**config.mk**
```make
export PLATFORM = sky130hd
export DESIGN_NAME = regfile_wb_arbiter_flat
export DESIGN_NICKNAME = d
export VERILOG_FILES = /design/src/rtl/riscv_pkg.sv /design/src/rtl/regfile_wb_arbiter_if.sv /design/src/rtl/wb_result_fifo.sv /design/src/rtl/regfile_wb_arbiter.sv /design/src/flat_wrapper.sv
export SDC_FILE = /design/constraint.sdc
export NUM_CORES = 1
export LEC_CHECK = 0
export ABC_CLOCK_PERIOD_IN_PS = 3400
export BUFFER_PORTS_ARGS = -buffer_cell sky130_fd_sc_hd__buf_4
export CELL_PAD_IN_SITES_DETAIL_PLACEMENT = 1
export CELL_PAD_IN_SITES_GLOBAL_PLACEMENT = 2
export CORE_MARGIN = 2
export CORE_UTILIZATION = 29
export CTS_BUF_LIST = sky130_fd_sc_hd__clkbuf_8 sky130_fd_sc_hd__clkbuf_16
export DETAILED_ROUTE_END_ITERATION = 6
export HOLD_SLACK_MARGIN = 0.08
export PLACE_DENSITY_LB_ADDON = 0.1
export SYNTH_ARGS = -nofsm -noshare
export SYNTH_HDL_FRONTEND = slang
export SYNTH_SLANG_ARGS = --single-unit
```
**constraint.sdc**
```tcl
create_clock -name clk -period 3.4 [get_ports clk]
set_clock_uncertainty 0.1 [all_clocks]
set_input_delay 0.68 -clock clk [delete_from_list [all_inputs] [get_ports clk]]
set_output_delay 0.68 -clock clk [all_outputs]
set_load 0.02 [all_outputs]
```
**src/rtl/riscv_pkg.sv**
```systemverilog
// Shared RISC-V constants: data width, register address width, opcodes and ALU ops.
package riscv_pkg;

    localparam int          XLEN       = 32;
    localparam int          REG_ADDR_W = 5;
    localparam logic [31:0] ZERO_32BIT = 32'h0000_0000;

    localparam logic [6:0] OPC_LUI    = 7'b0110111;
    localparam logic [6:0] OPC_AUIPC  = 7'b0010111;
    localparam logic [6:0] OPC_JAL    = 7'b1101111;
    localparam logic [6:0] OPC_JALR   = 7'b1100111;
    localparam logic [6:0] OPC_BRANCH = 7'b1100011;
    localparam logic [6:0] OPC_LOAD   = 7'b0000011;
    localparam logic [6:0] OPC_STORE  = 7'b0100011;
    localparam logic [6:0] OPC_OP_IMM = 7'b0010011;
    localparam logic [6:0] OPC_OP     = 7'b0110011;

    typedef enum logic [3:0] {
        ALU_ADD, ALU_SUB, ALU_SLL, ALU_SLT, ALU_SLTU,
        ALU_XOR, ALU_SRL, ALU_SRA, ALU_OR,  ALU_AND
    } alu_op_e;

endpackage

```
**src/rtl/regfile_wb_arbiter_if.sv**
```systemverilog
// Bundle of WB, long-latency unit, decode scoreboard and register-file write-port signals.
interface regfile_wb_arbiter_if #(parameter int XLEN = riscv_pkg::XLEN);
    import riscv_pkg::*;

    logic                  pipe_wr_en;
    logic [REG_ADDR_W-1:0] pipe_wr_addr;
    logic [XLEN-1:0]       pipe_wr_data;

    logic                  lu_valid;
    logic [REG_ADDR_W-1:0] lu_rd;
    logic [XLEN-1:0]       lu_data;
    logic                  lu_ready;

    logic                  issue_en;
    logic [REG_ADDR_W-1:0] issue_rd;
    logic [REG_ADDR_W-1:0] id_rs1;
    logic [REG_ADDR_W-1:0] id_rs2;
    logic [REG_ADDR_W-1:0] id_rd;
    logic                  sb_stall;
    logic [31:0]           busy_mask;

    logic                  rf_wr_en;
    logic [REG_ADDR_W-1:0] rf_wr_addr;
    logic [XLEN-1:0]       rf_wr_data;

    modport slave (
        input  pipe_wr_en, pipe_wr_addr, pipe_wr_data,
        input  lu_valid, lu_rd, lu_data,
        output lu_ready,
        input  issue_en, issue_rd, id_rs1, id_rs2, id_rd,
        output sb_stall, busy_mask,
        output rf_wr_en, rf_wr_addr, rf_wr_data
    );

    modport master (
        output pipe_wr_en, pipe_wr_addr, pipe_wr_data,
        output lu_valid, lu_rd, lu_data,
        input  lu_ready,
        output issue_en, issue_rd, id_rs1, id_rs2, id_rd,
        input  sb_stall, busy_mask,
        input  rf_wr_en, rf_wr_addr, rf_wr_data
    );

endinterface

```
**src/rtl/wb_result_fifo.sv**
```systemverilog
// Circular FIFO buffering long-latency results ({addr, data}) until the write port is free.
module wb_result_fifo #(
    parameter int QDEPTH = 2,
    parameter int WIDTH  = 37
) (
    input  logic             clk,
    input  logic             rst,
    input  logic             push,
    input  logic [WIDTH-1:0] push_data,
    input  logic             pop,
    output logic             full,
    output logic             empty,
    output logic [WIDTH-1:0] head
);

    localparam int             PW       = $clog2(QDEPTH);
    localparam logic [PW:0]    FULL_CNT = QDEPTH[PW:0];

    logic [WIDTH-1:0] mem [QDEPTH];
    logic [PW-1:0]    rd_ptr;
    logic [PW-1:0]    wr_ptr;
    logic [PW:0]      count;
    logic             do_push;
    logic             do_pop;

    assign full    = (count == FULL_CNT);
    assign empty   = (count == '0);
    assign head    = mem[rd_ptr];
    assign do_push = push && !full;
    assign do_pop  = pop && !empty;

    // NOTE: sequential state uses non-blocking assignments so every flop samples pre-edge values.
    always_ff @(posedge clk) begin
        if (rst) begin
            rd_ptr <= '0;
            wr_ptr <= '0;
            count  <= '0;
        end else begin
            if (do_push) wr_ptr <= wr_ptr + 1'b1;
            if (do_pop)  rd_ptr <= rd_ptr + 1'b1;
            case ({do_push, do_pop})
                2'b10:   count <= count + 1'b1;
                2'b01:   count <= count - 1'b1;
                default: count <= count;
            endcase
        end
    end

    // NOTE: storage is not reset; count gates every read, so stale contents are never observed.
    always_ff @(posedge clk) begin
        if (do_push) mem[wr_ptr] <= push_data;
    end

endmodule

```
**src/rtl/regfile_wb_arbiter.sv**
```systemverilog
// Shares the register-file write port between WB and a long-latency unit, with a busy scoreboard.
// Optional REGFILE_WBARB_BYPASS_EN: stall ignores a register whose result drains this cycle.
module regfile_wb_arbiter
    import riscv_pkg::*;
#(
    parameter int QDEPTH = 2,
    parameter int XLEN   = riscv_pkg::XLEN
) (
    input  logic                 clk,
    input  logic                 rst,
    regfile_wb_arbiter_if.slave  bus
);

    localparam int EW = REG_ADDR_W + XLEN;

    logic                  fifo_full;
    logic                  fifo_empty;
    logic [EW-1:0]         fifo_head;
    logic [REG_ADDR_W-1:0] head_addr;
    logic [XLEN-1:0]       head_data;
    logic                  lu_ready_w;
    logic                  lu_push;
    logic                  pipe_eff;
    logic                  drain;
    logic [31:0]           busy_q;
    logic [31:0]           busy_next;
    logic [31:0]           stall_mask;

    assign head_addr  = fifo_head[EW-1:XLEN];
    assign head_data  = fifo_head[XLEN-1:0];
    assign lu_ready_w = !fifo_full && !rst;
    assign lu_push    = bus.lu_valid && lu_ready_w && (bus.lu_rd != '0);
    assign pipe_eff   = bus.pipe_wr_en && (bus.pipe_wr_addr != '0) && !rst;
    assign drain      = !pipe_eff && !fifo_empty && !rst;

    wb_result_fifo #(
        .QDEPTH (QDEPTH),
        .WIDTH  (EW)
    ) u_fifo (
        .clk       (clk),
        .rst       (rst),
        .push      (lu_push),
        .push_data ({bus.lu_rd, bus.lu_data}),
        .pop       (drain),
        .full      (fifo_full),
        .empty     (fifo_empty),
        .head      (fifo_head)
    );

    // NOTE: every always_comb output gets a default first so no latch is inferred.
    always_comb begin
        bus.rf_wr_en   = 1'b0;
        bus.rf_wr_addr = '0;
        bus.rf_wr_data = '0;
        if (pipe_eff) begin
            bus.rf_wr_en   = 1'b1;
            bus.rf_wr_addr = bus.pipe_wr_addr;
            bus.rf_wr_data = bus.pipe_wr_data;
        end else if (drain) begin
            bus.rf_wr_en   = 1'b1;
            bus.rf_wr_addr = head_addr;
            bus.rf_wr_data = head_data;
        end
    end

    // Issue wins over a same-cycle drain of an older result to the same register.
    always_comb begin
        busy_next = busy_q;
        for (int r = 1; r < 32; r++) begin
            if (bus.issue_en && (bus.issue_rd == r[REG_ADDR_W-1:0]))
                busy_next[r] = 1'b1;
            else if (drain && (head_addr == r[REG_ADDR_W-1:0]))
                busy_next[r] = 1'b0;
        end
        busy_next[0] = 1'b0;
    end

    always_ff @(posedge clk) begin
        if (rst) busy_q <= '0;
        else     busy_q <= busy_next;
    end

    always_comb begin
        stall_mask = busy_q;
`ifdef REGFILE_WBARB_BYPASS_EN
        if (drain) stall_mask[head_addr] = 1'b0;
`endif
        stall_mask[0] = 1'b0;
    end

    assign bus.sb_stall  = !rst && (stall_mask[bus.id_rs1] | stall_mask[bus.id_rs2] |
                                    stall_mask[bus.id_rd]);
    assign bus.busy_mask = busy_q;
    assign bus.lu_ready  = lu_ready_w;

endmodule

```
**src/flat_wrapper.sv**
```systemverilog
// flat-port wrapper written by rule: the top's interface ports become plain ports
module regfile_wb_arbiter_flat import riscv_pkg::*;
#(
    parameter int QDEPTH = 2,
    parameter int XLEN   = riscv_pkg::XLEN
)
  (clk, rst, bus_pipe_wr_en, bus_pipe_wr_addr, bus_pipe_wr_data, bus_lu_valid, bus_lu_rd, bus_lu_data, bus_lu_ready, bus_issue_en, bus_issue_rd, bus_id_rs1, bus_id_rs2, bus_id_rd, bus_sb_stall, bus_busy_mask, bus_rf_wr_en, bus_rf_wr_addr, bus_rf_wr_data);
  regfile_wb_arbiter_if #(.XLEN(XLEN)) bus_i ();
  input  logic clk;
  input  logic rst;
  input wire logic [$bits(bus_i.pipe_wr_en)-1:0] bus_pipe_wr_en;
  input wire logic [$bits(bus_i.pipe_wr_addr)-1:0] bus_pipe_wr_addr;
  input wire logic [$bits(bus_i.pipe_wr_data)-1:0] bus_pipe_wr_data;
  input wire logic [$bits(bus_i.lu_valid)-1:0] bus_lu_valid;
  input wire logic [$bits(bus_i.lu_rd)-1:0] bus_lu_rd;
  input wire logic [$bits(bus_i.lu_data)-1:0] bus_lu_data;
  output wire logic [$bits(bus_i.lu_ready)-1:0] bus_lu_ready;
  input wire logic [$bits(bus_i.issue_en)-1:0] bus_issue_en;
  input wire logic [$bits(bus_i.issue_rd)-1:0] bus_issue_rd;
  input wire logic [$bits(bus_i.id_rs1)-1:0] bus_id_rs1;
  input wire logic [$bits(bus_i.id_rs2)-1:0] bus_id_rs2;
  input wire logic [$bits(bus_i.id_rd)-1:0] bus_id_rd;
  output wire logic [$bits(bus_i.sb_stall)-1:0] bus_sb_stall;
  output wire logic [$bits(bus_i.busy_mask)-1:0] bus_busy_mask;
  output wire logic [$bits(bus_i.rf_wr_en)-1:0] bus_rf_wr_en;
  output wire logic [$bits(bus_i.rf_wr_addr)-1:0] bus_rf_wr_addr;
  output wire logic [$bits(bus_i.rf_wr_data)-1:0] bus_rf_wr_data;
  assign bus_i.pipe_wr_en = bus_pipe_wr_en;
  assign bus_i.pipe_wr_addr = bus_pipe_wr_addr;
  assign bus_i.pipe_wr_data = bus_pipe_wr_data;
  assign bus_i.lu_valid = bus_lu_valid;
  assign bus_i.lu_rd = bus_lu_rd;
  assign bus_i.lu_data = bus_lu_data;
  assign bus_lu_ready = bus_i.lu_ready;
  assign bus_i.issue_en = bus_issue_en;
  assign bus_i.issue_rd = bus_issue_rd;
  assign bus_i.id_rs1 = bus_id_rs1;
  assign bus_i.id_rs2 = bus_id_rs2;
  assign bus_i.id_rd = bus_id_rd;
  assign bus_sb_stall = bus_i.sb_stall;
  assign bus_busy_mask = bus_i.busy_mask;
  assign bus_rf_wr_en = bus_i.rf_wr_en;
  assign bus_rf_wr_addr = bus_i.rf_wr_addr;
  assign bus_rf_wr_data = bus_i.rf_wr_data;
  regfile_wb_arbiter #(.QDEPTH(QDEPTH), .XLEN(XLEN)) u_core (.clk(clk), .rst(rst), .bus(bus_i));
endmodule
```
# Word level (Yosys, flattened, before mapping)
# Memory sizes are Yosys's and may differ from the RTL's. A register that Yosys moved wholly into a read port is not among the register bits.
# Cells that the tools add are included.
dict set report op_classes {
  n_addsub 4
  order_cmp 3
  n_eq_ne 65
  mux 79
  bitwise_logic 2
  reduce_logical 111
}
# cell n
set op_table {}
lappend op_table {{== test 5 bit (second input constant)} 32}
lappend op_table {{== test 5 x 4 -> 1 bit (second input constant)} 16}
lappend op_table {{logical AND 1 bit} 72}
lappend op_table {{two-way mux 1 bit} 71}
lappend op_table {{two-way mux 32 bit} 2}
lappend op_table {{nonzero test 2 bit} 32}
lappend op_table {{== test 5 x 3 -> 1 bit (second input constant)} 8}
lappend op_table {{== test 5 x 2 -> 1 bit (second input constant)} 4}
lappend op_table {{< comparator 5 x 6 -> 1 bit (second input constant)} 3}
lappend op_table {{binary-select mux 1 bit (select 5 bit)} 3}
lappend op_table {{== test 5 x 1 -> 1 bit (second input constant)} 2}
lappend op_table {{two-way mux 5 bit} 2}
lappend op_table {{nonzero test 5 bit} 2}
lappend op_table {{== test 2 bit (second input constant)} 2}
lappend op_table {{zero test 1 bit} 4}
lappend op_table {{case mux 2 bit (2 select lines)} 1}
lappend op_table {{adder 1 bit (second input constant)} 2}
lappend op_table {{adder 2 x 1 -> 2 bit (second input constant)} 1}
lappend op_table {{== test 2 x 1 -> 1 bit (second input constant)} 1}
lappend op_table {{zero test 2 bit} 1}
lappend op_table {{bitwise OR 1 bit} 2}
lappend op_table {{subtractor 2 x 1 -> 2 bit (second input constant)} 1}
dict set report word_totals {
  ff_bits 36
  ram_bits 74
  input_bits 99
  wordCells 300
  memories 1
}
# name depth word_bits rd rd_clocked_by_memory_dff wr line_no
set memory_table {}
lappend memory_table {u_core.u_fifo.mem 2 37 1 1 1 wb_result_fifo.sv:19} ;# logic [WIDTH-1:0] mem [QDEPTH];

# Longest topological paths before layout
dict set report depth {
  word_depth 9
  ltp_mapped 9
  ltp_nobuf 8
}

# Hierarchy
# A second synthesis with hierarchy kept.
dict set report unflattened {
  cells_unflattened 441
  area_unflattened_um2 5476.5
}
# module n_inst cells_each area_per_inst_um2 seq_area_each_um2
set modules_own_cells {}
lappend modules_own_cells {wb_result_fifo 1 141 2882.8 2322.2}
lappend modules_own_cells {regfile_wb_arbiter 1 300 2593.7 620.6}

# Least setup slack after synthesis
# No wires, ideal clock.
dict set report synth_timing {
  kind {input to register}
  startpoint {input rst}
  endpoint {memory u_core.u_fifo.mem[0][0], enable pin}
  setup_time_ns 0.431
  arrival_time_ns 3.137
  required_ns 2.869
  path_slack_ns -0.268
  cell_stages 4
  path_buffers 1
  cell_sequence {clkbuf_1 a21oi_1 o211ai_1 nor2_1}
}
dict set report synth_between {
  elab_chain_len 7
}
# item line_no
set synth_rtl {}
lappend synth_rtl {{start: declaration} flat_wrapper.sv:10} ;# input logic rst;
lappend synth_rtl {{zero test 1 bit} regfile_wb_arbiter.sv:31} ;# assign lu_ready_w = !fifo_full && !rst;
lappend synth_rtl {{logical AND 1 bit} regfile_wb_arbiter.sv:31}
lappend synth_rtl {{named net bus_lu_ready} flat_wrapper.sv:17} ;# output wire logic [$bits(bus_i.lu_ready)-1:0] bus_lu_ready;
lappend synth_rtl {{logical AND 1 bit (2 in series)} regfile_wb_arbiter.sv:32} ;# assign lu_push = bus.lu_valid && lu_ready_w && (bus.lu_rd != '0);
lappend synth_rtl {{logical AND 1 bit} wb_result_fifo.sv:29} ;# assign do_push = push && !full;
lappend synth_rtl {{two-way mux 1 bit} wb_result_fifo.sv:51} ;# if (do_push) mem[wr_ptr] <= push_data;
lappend synth_rtl {{two-way mux 1 bit (implied by the code)} wb_result_fifo.sv:51}
lappend synth_rtl {{end: declaration} wb_result_fifo.sv:19}
# The timed path passes the listed nets, and every way through them passes these cells.

# Worst setup path in the final report
dict set report layout_timing {
  startpoint {input bus_pipe_wr_addr[2]}
  endpoint {output bus_rf_wr_data[7]}
}
dict set report layout_between {
  elab_chain_len 8
}
# item line_no
set layout_rtl {}
lappend layout_rtl {{start: declaration} flat_wrapper.sv:12} ;# input wire logic [$bits(bus_i.pipe_wr_addr)-1:0] bus_pipe_wr_addr;
lappend layout_rtl {{nonzero test 5 bit (*)} regfile_wb_arbiter.sv:33} ;# assign pipe_eff = bus.pipe_wr_en && (bus.pipe_wr_addr != '0) && !rst;
lappend layout_rtl {{logical AND 1 bit (*) (2 in series)} regfile_wb_arbiter.sv:33}
lappend layout_rtl {{zero test 1 bit} regfile_wb_arbiter.sv:34} ;# assign drain = !pipe_eff && !fifo_empty && !rst;
lappend layout_rtl {{logical AND 1 bit (2 in series)} regfile_wb_arbiter.sv:34}
lappend layout_rtl {{two-way mux 32 bit} regfile_wb_arbiter.sv:59} ;# end else if (drain) begin
lappend layout_rtl {{two-way mux 32 bit (*)} regfile_wb_arbiter.sv:55} ;# if (pipe_eff) begin
lappend layout_rtl {{end: declaration} flat_wrapper.sv:27} ;# output wire logic [$bits(bus_i.rf_wr_data)-1:0] bus_rf_wr_data;
# Every way passes the cells marked *; elsewhere a longest branch is shown, timed or not.

==> flow_summary.json <==
{
  "io_pins": 171,
  "synth_most_common_cell": "nand2_1",
  "r2r_slack_ns": 0.99,
  "hp-class": "register to register",
  "die_y_microns": 140.4,
  "hold_start": "u_core.u_fifo.rd_ptr",
  "crit_top_cell": "buf_4",
  "cp_cell_sequence": "buf_4, or4_4, o21ai_4, nand2_2, buf_12, o21ai_0, buf_4",
  "syn_nets": 570,
  "stdcell_count": 867,
  "fin_crit_ns": 3.195,
  "switching_share_pct": 27.10,
  "grt_use_met1_pct": 21.71,
  "postSynthAreaPerCell_sq_um": 11.49,
  "ant_nets": 0,
  "ys_ff_latch": 110,
  "cpPeakStageDelay_ns": 0.55,
  "ys_seq_area_share_pct": 54.51,
  "drtPass1Iterations": 4,
  "synth_area_sq_um": 5399,
  "slew_violations": 0,
  "grtUsageMet3_pct": 5.231,
  "grt-ovfl-total": 0,
  "fin_crit_sh_pct": 93.96,
  "relSlewSlack_pct": 39.90,
  "synthSimpleGateAreaFrac_pct": 11.26,
  "diodes": 0,
  "path_clk_slew_ns": 0.07,
  "start_kind": "primary input",
  "critPathKind": "primary input to output port",
  "routedWlPerCell_microns": 20.01,
  "synth-xor-area-share_pct": 0.4867,
  "ys_async_sr_fraction_pct": 0,
  "core-area_sq_um": 18090,
  "cts_max_path_buffers": 2,
  "cts_buffers": 9,
  "initial_utilization_pct": 29.85,
  "synth_top_family_by_area": "multiplexers",
  "syn2layout_area_growth_pct": 33.74,
  "rsz0062_at_grt": "false",
  "use_met2_pct": 30.39,
  "cts_hold_buf": 0,
  "synth_cells": 470,
  "fin_nets": 733,
  "cts_tree": "done",
  "avgViaCountPerCell": 5.108,
  "p_total_w": 0.003043,
  "fp.dieW_microns": 140.4,
  "place_area_sq_um": 6947,
  "grt_pass1_wl_mm": 26.83,
  "r2r_end": "u_core.bus.busy_mask[29]",
  "grt_pass1_vias": 4806,
  "cp_slowest_cell": "or4_4",
  "placementRows": 49,
  "ys.warnings.count": 0,
  "clk_latency_ns": 0.36,
  "crit_required_ns": 2.62,
  "p_switching_w": 0.0008246,
  "yosys.area_share.adder_pct": 0.2317,
  "drc_errors": 0,
  "maxCapViolCount": 0,
  "root_buffer": "clkbuf_16",
  "fp.dieArea_sq_um": 19720,
  "port_buffers": 169,
  "endpoint_kind": "output port",
  "status": "complete, no violations",
  "r2r_cells": 4,
  "seqPwrFrac_pct": 50.1,
  "clock-sinks": 110,
  "synth_compound_area_share_pct": 11.89,
  "fin_tns_setup_ns": 0,
  "hold_ws_ns": 0.3745,
  "critPathArrivalTime_ns": 2.41,
  "muxShareOfSynthArea_pct": 18.68,
  "grt.busiest_layer": "met2",
  "ctsResizeCount": 0,
  "ir_drop_v": 0.0002568,
  "cts_htree_levels": 3,
  "dp_hpwl_mm": 13.34,
  "routed_wirelength_mm": 17.35,
  "antenna_found_initial": 0,
  "intPower_w": 0.002219,
  "p_comb_share_pct": 17.5,
  "synth_top_area_share_pct": 41.16,
  "gp_congestion": 0.8541,
  "fmax_ghz": 0.3130,
  "powerDensity_nw_per_um2": 421.5,
  "stdcell_area_sq_um": 7221,
  "grt_max_degree": 38,
  "hold_violations": 0,
  "setup_violations": 0,
  "grtUsageTotal_pct": 17.74,
  "yosys-top-cells-area": "edfxtp_1 41%, dfxtp_1 13%, mux2i_1 8.5%",
  "postCtsSetupBuffers": 0,
  "holdPathStages": 1,
  "ys.flop_type": "edfxtp_1",
  "synth_common_cells": "77 x nand2_1, 74 x edfxtp_1, 66 x o21ai_0, 46 x mux2i_1",
  "dp.cells": 851,
  "tightest_slew_ns": 0.9016,
  "clockPowerShare_pct": 32.5,
  "first_iter_violations": 178,
  "vias": 4429,
  "p_leak_nw": 2.703,
  "synth_cell_types": 45,
  "drive_gt1_share_pct": 34.17,
  "synth_top_area_cell": "edfxtp_1",
  "synth_edf_count": 74,
  "worstPathMaxFanout": 24
}
[area by class of cell]
cell class	count	area, sq um
fill	1999	10870
sequential	110	2944
multi-input combinational	328	2316
timing repair buffer	179	1381
tap	229	286.5
clock buffer	9	225.2
clock inverter	7	48.80
inverter	5	18.77
[how the worst max path moves through the flow]
stage               cells past startpoint                       to  slack (ns)           startpoint
floorplan                               4  u_core.u_fifo.mem[0][0]       -0.27                  rst
global placement                        7             bus_sb_stall        0.28         bus_id_rd[0]
detailed placement                      7       bus_rf_wr_data[13]        0.24  bus_pipe_wr_addr[2]
CTS                                     7       bus_rf_wr_data[13]        0.23  bus_pipe_wr_addr[2]
global route                            7        bus_rf_wr_data[7]        0.07  bus_pipe_wr_addr[2]
finish                                  7        bus_rf_wr_data[7]        0.21  bus_pipe_wr_addr[2]
[sequential cells by signal, summed over array words and instances (netlist names), named ones only]
name and flops:
u_core.u_fifo.mem 74, u_core.u_fifo.wr_ptr 1, u_core.u_fifo.count 2, u_core.bus.busy_mask 31
u_core.u_fifo.rd_ptr 1
[worst max-delay path: cells and delay by family]
| kind | cells | cell delay (ns) |
|---|---|---|
| AND/OR/NAND/NOR | 2 | 0.79 |
| AO/OA/AOI/OAI | 2 | 0.38 |
| buffers and inverters | 3 | 0.54 |
[power by group through the flow]
stage | clock, W | sequential [W] | combinational, W
2_1_floorplan | 0 | 0.00153 | 0.000289
3_3_place_gp | 0 | 0.00155 | 0.000527
3_5_place_dp | 0 | 0.00156 | 0.000540
4_1_cts | 0.00102 | 0.00152 | 0.000542
5_1_grt | 0.00108 | 0.00153 | 0.000578
6_report | 0.000989 | 0.00152 | 0.000532
[cell families after synthesis]
| group | count (synthesis) |
|---|---|
| adders and majority gates | 1 |
| other | 1 |
| muxes | 70 |
| xor gates and xnor gates | 3 |
| AOI/OAI and AO/OA | 119 |
| DFF | 110 |
| buffers and inverters | 32 |
| and+or+nand+nor | 134 |
[cells in the final DEF, fill, tap and decap left out, drive strengths merged]
| cell | netlist | routed |
|---|---|---|
| a2111o | 1 | 1 |
| a2111oi | 1 | 1 |
| a21oi | 36 | 36 |
| a221oi | 1 | 1 |
| a22oi | 1 | 1 |
| a32oi | 2 | 2 |
| a41oi | 1 | 1 |
| and2 | 2 | 2 |
| buf | 16 | 179 |
| clkbuf | 11 | 9 |
| clkinv | 0 | 4 |
| clkinvlp | 0 | 2 |
| conb | 1 | 1 |
| dfxtp | 36 | 36 |
| edfxtp | 74 | 74 |
| ha | 1 | 1 |
| inv | 5 | 6 |
| mux2 | 2 | 2 |
| mux2i | 46 | 46 |
| mux4 | 22 | 22 |
| nand2 | 78 | 78 |
| nand2b | 4 | 4 |
| nand3b | 4 | 4 |
| nand4 | 8 | 8 |
| nor2 | 18 | 18 |
| nor2b | 8 | 8 |
| nor3 | 5 | 5 |
| nor3b | 2 | 2 |
| nor4 | 1 | 1 |
| o211ai | 1 | 1 |
| o21a | 1 | 1 |
| o21ai | 73 | 73 |
| o22ai | 1 | 1 |
| or2 | 1 | 1 |
| or3 | 1 | 1 |
| or4 | 2 | 2 |
| xnor2 | 2 | 2 |
| xor2 | 1 | 1 |
[per-stage QoR]
| step | setup WS [ns] | utilization [%] |
|---|---|---|
| 2_1_floorplan | -0.2680 | - |
| 3_3_place_gp | 0.2833 | 38.41 |
| 3_5_place_dp | 0.2355 | 38.41 |
| 4_1_cts | 0.2322 | 39.92 |
| 5_1_grt | 0.07462 | 39.92 |
| 6_report | 0.2052 | 39.92 |
[metal layers]
metal / up-vias / share of wire, %
met5: - / 0
met1: 2185 / 43
li1: 2085 / -
met4: 0 / 1.6
met2: 141 / 49
met3: 18 / 7.0
(Power assumes the default switching activity.)
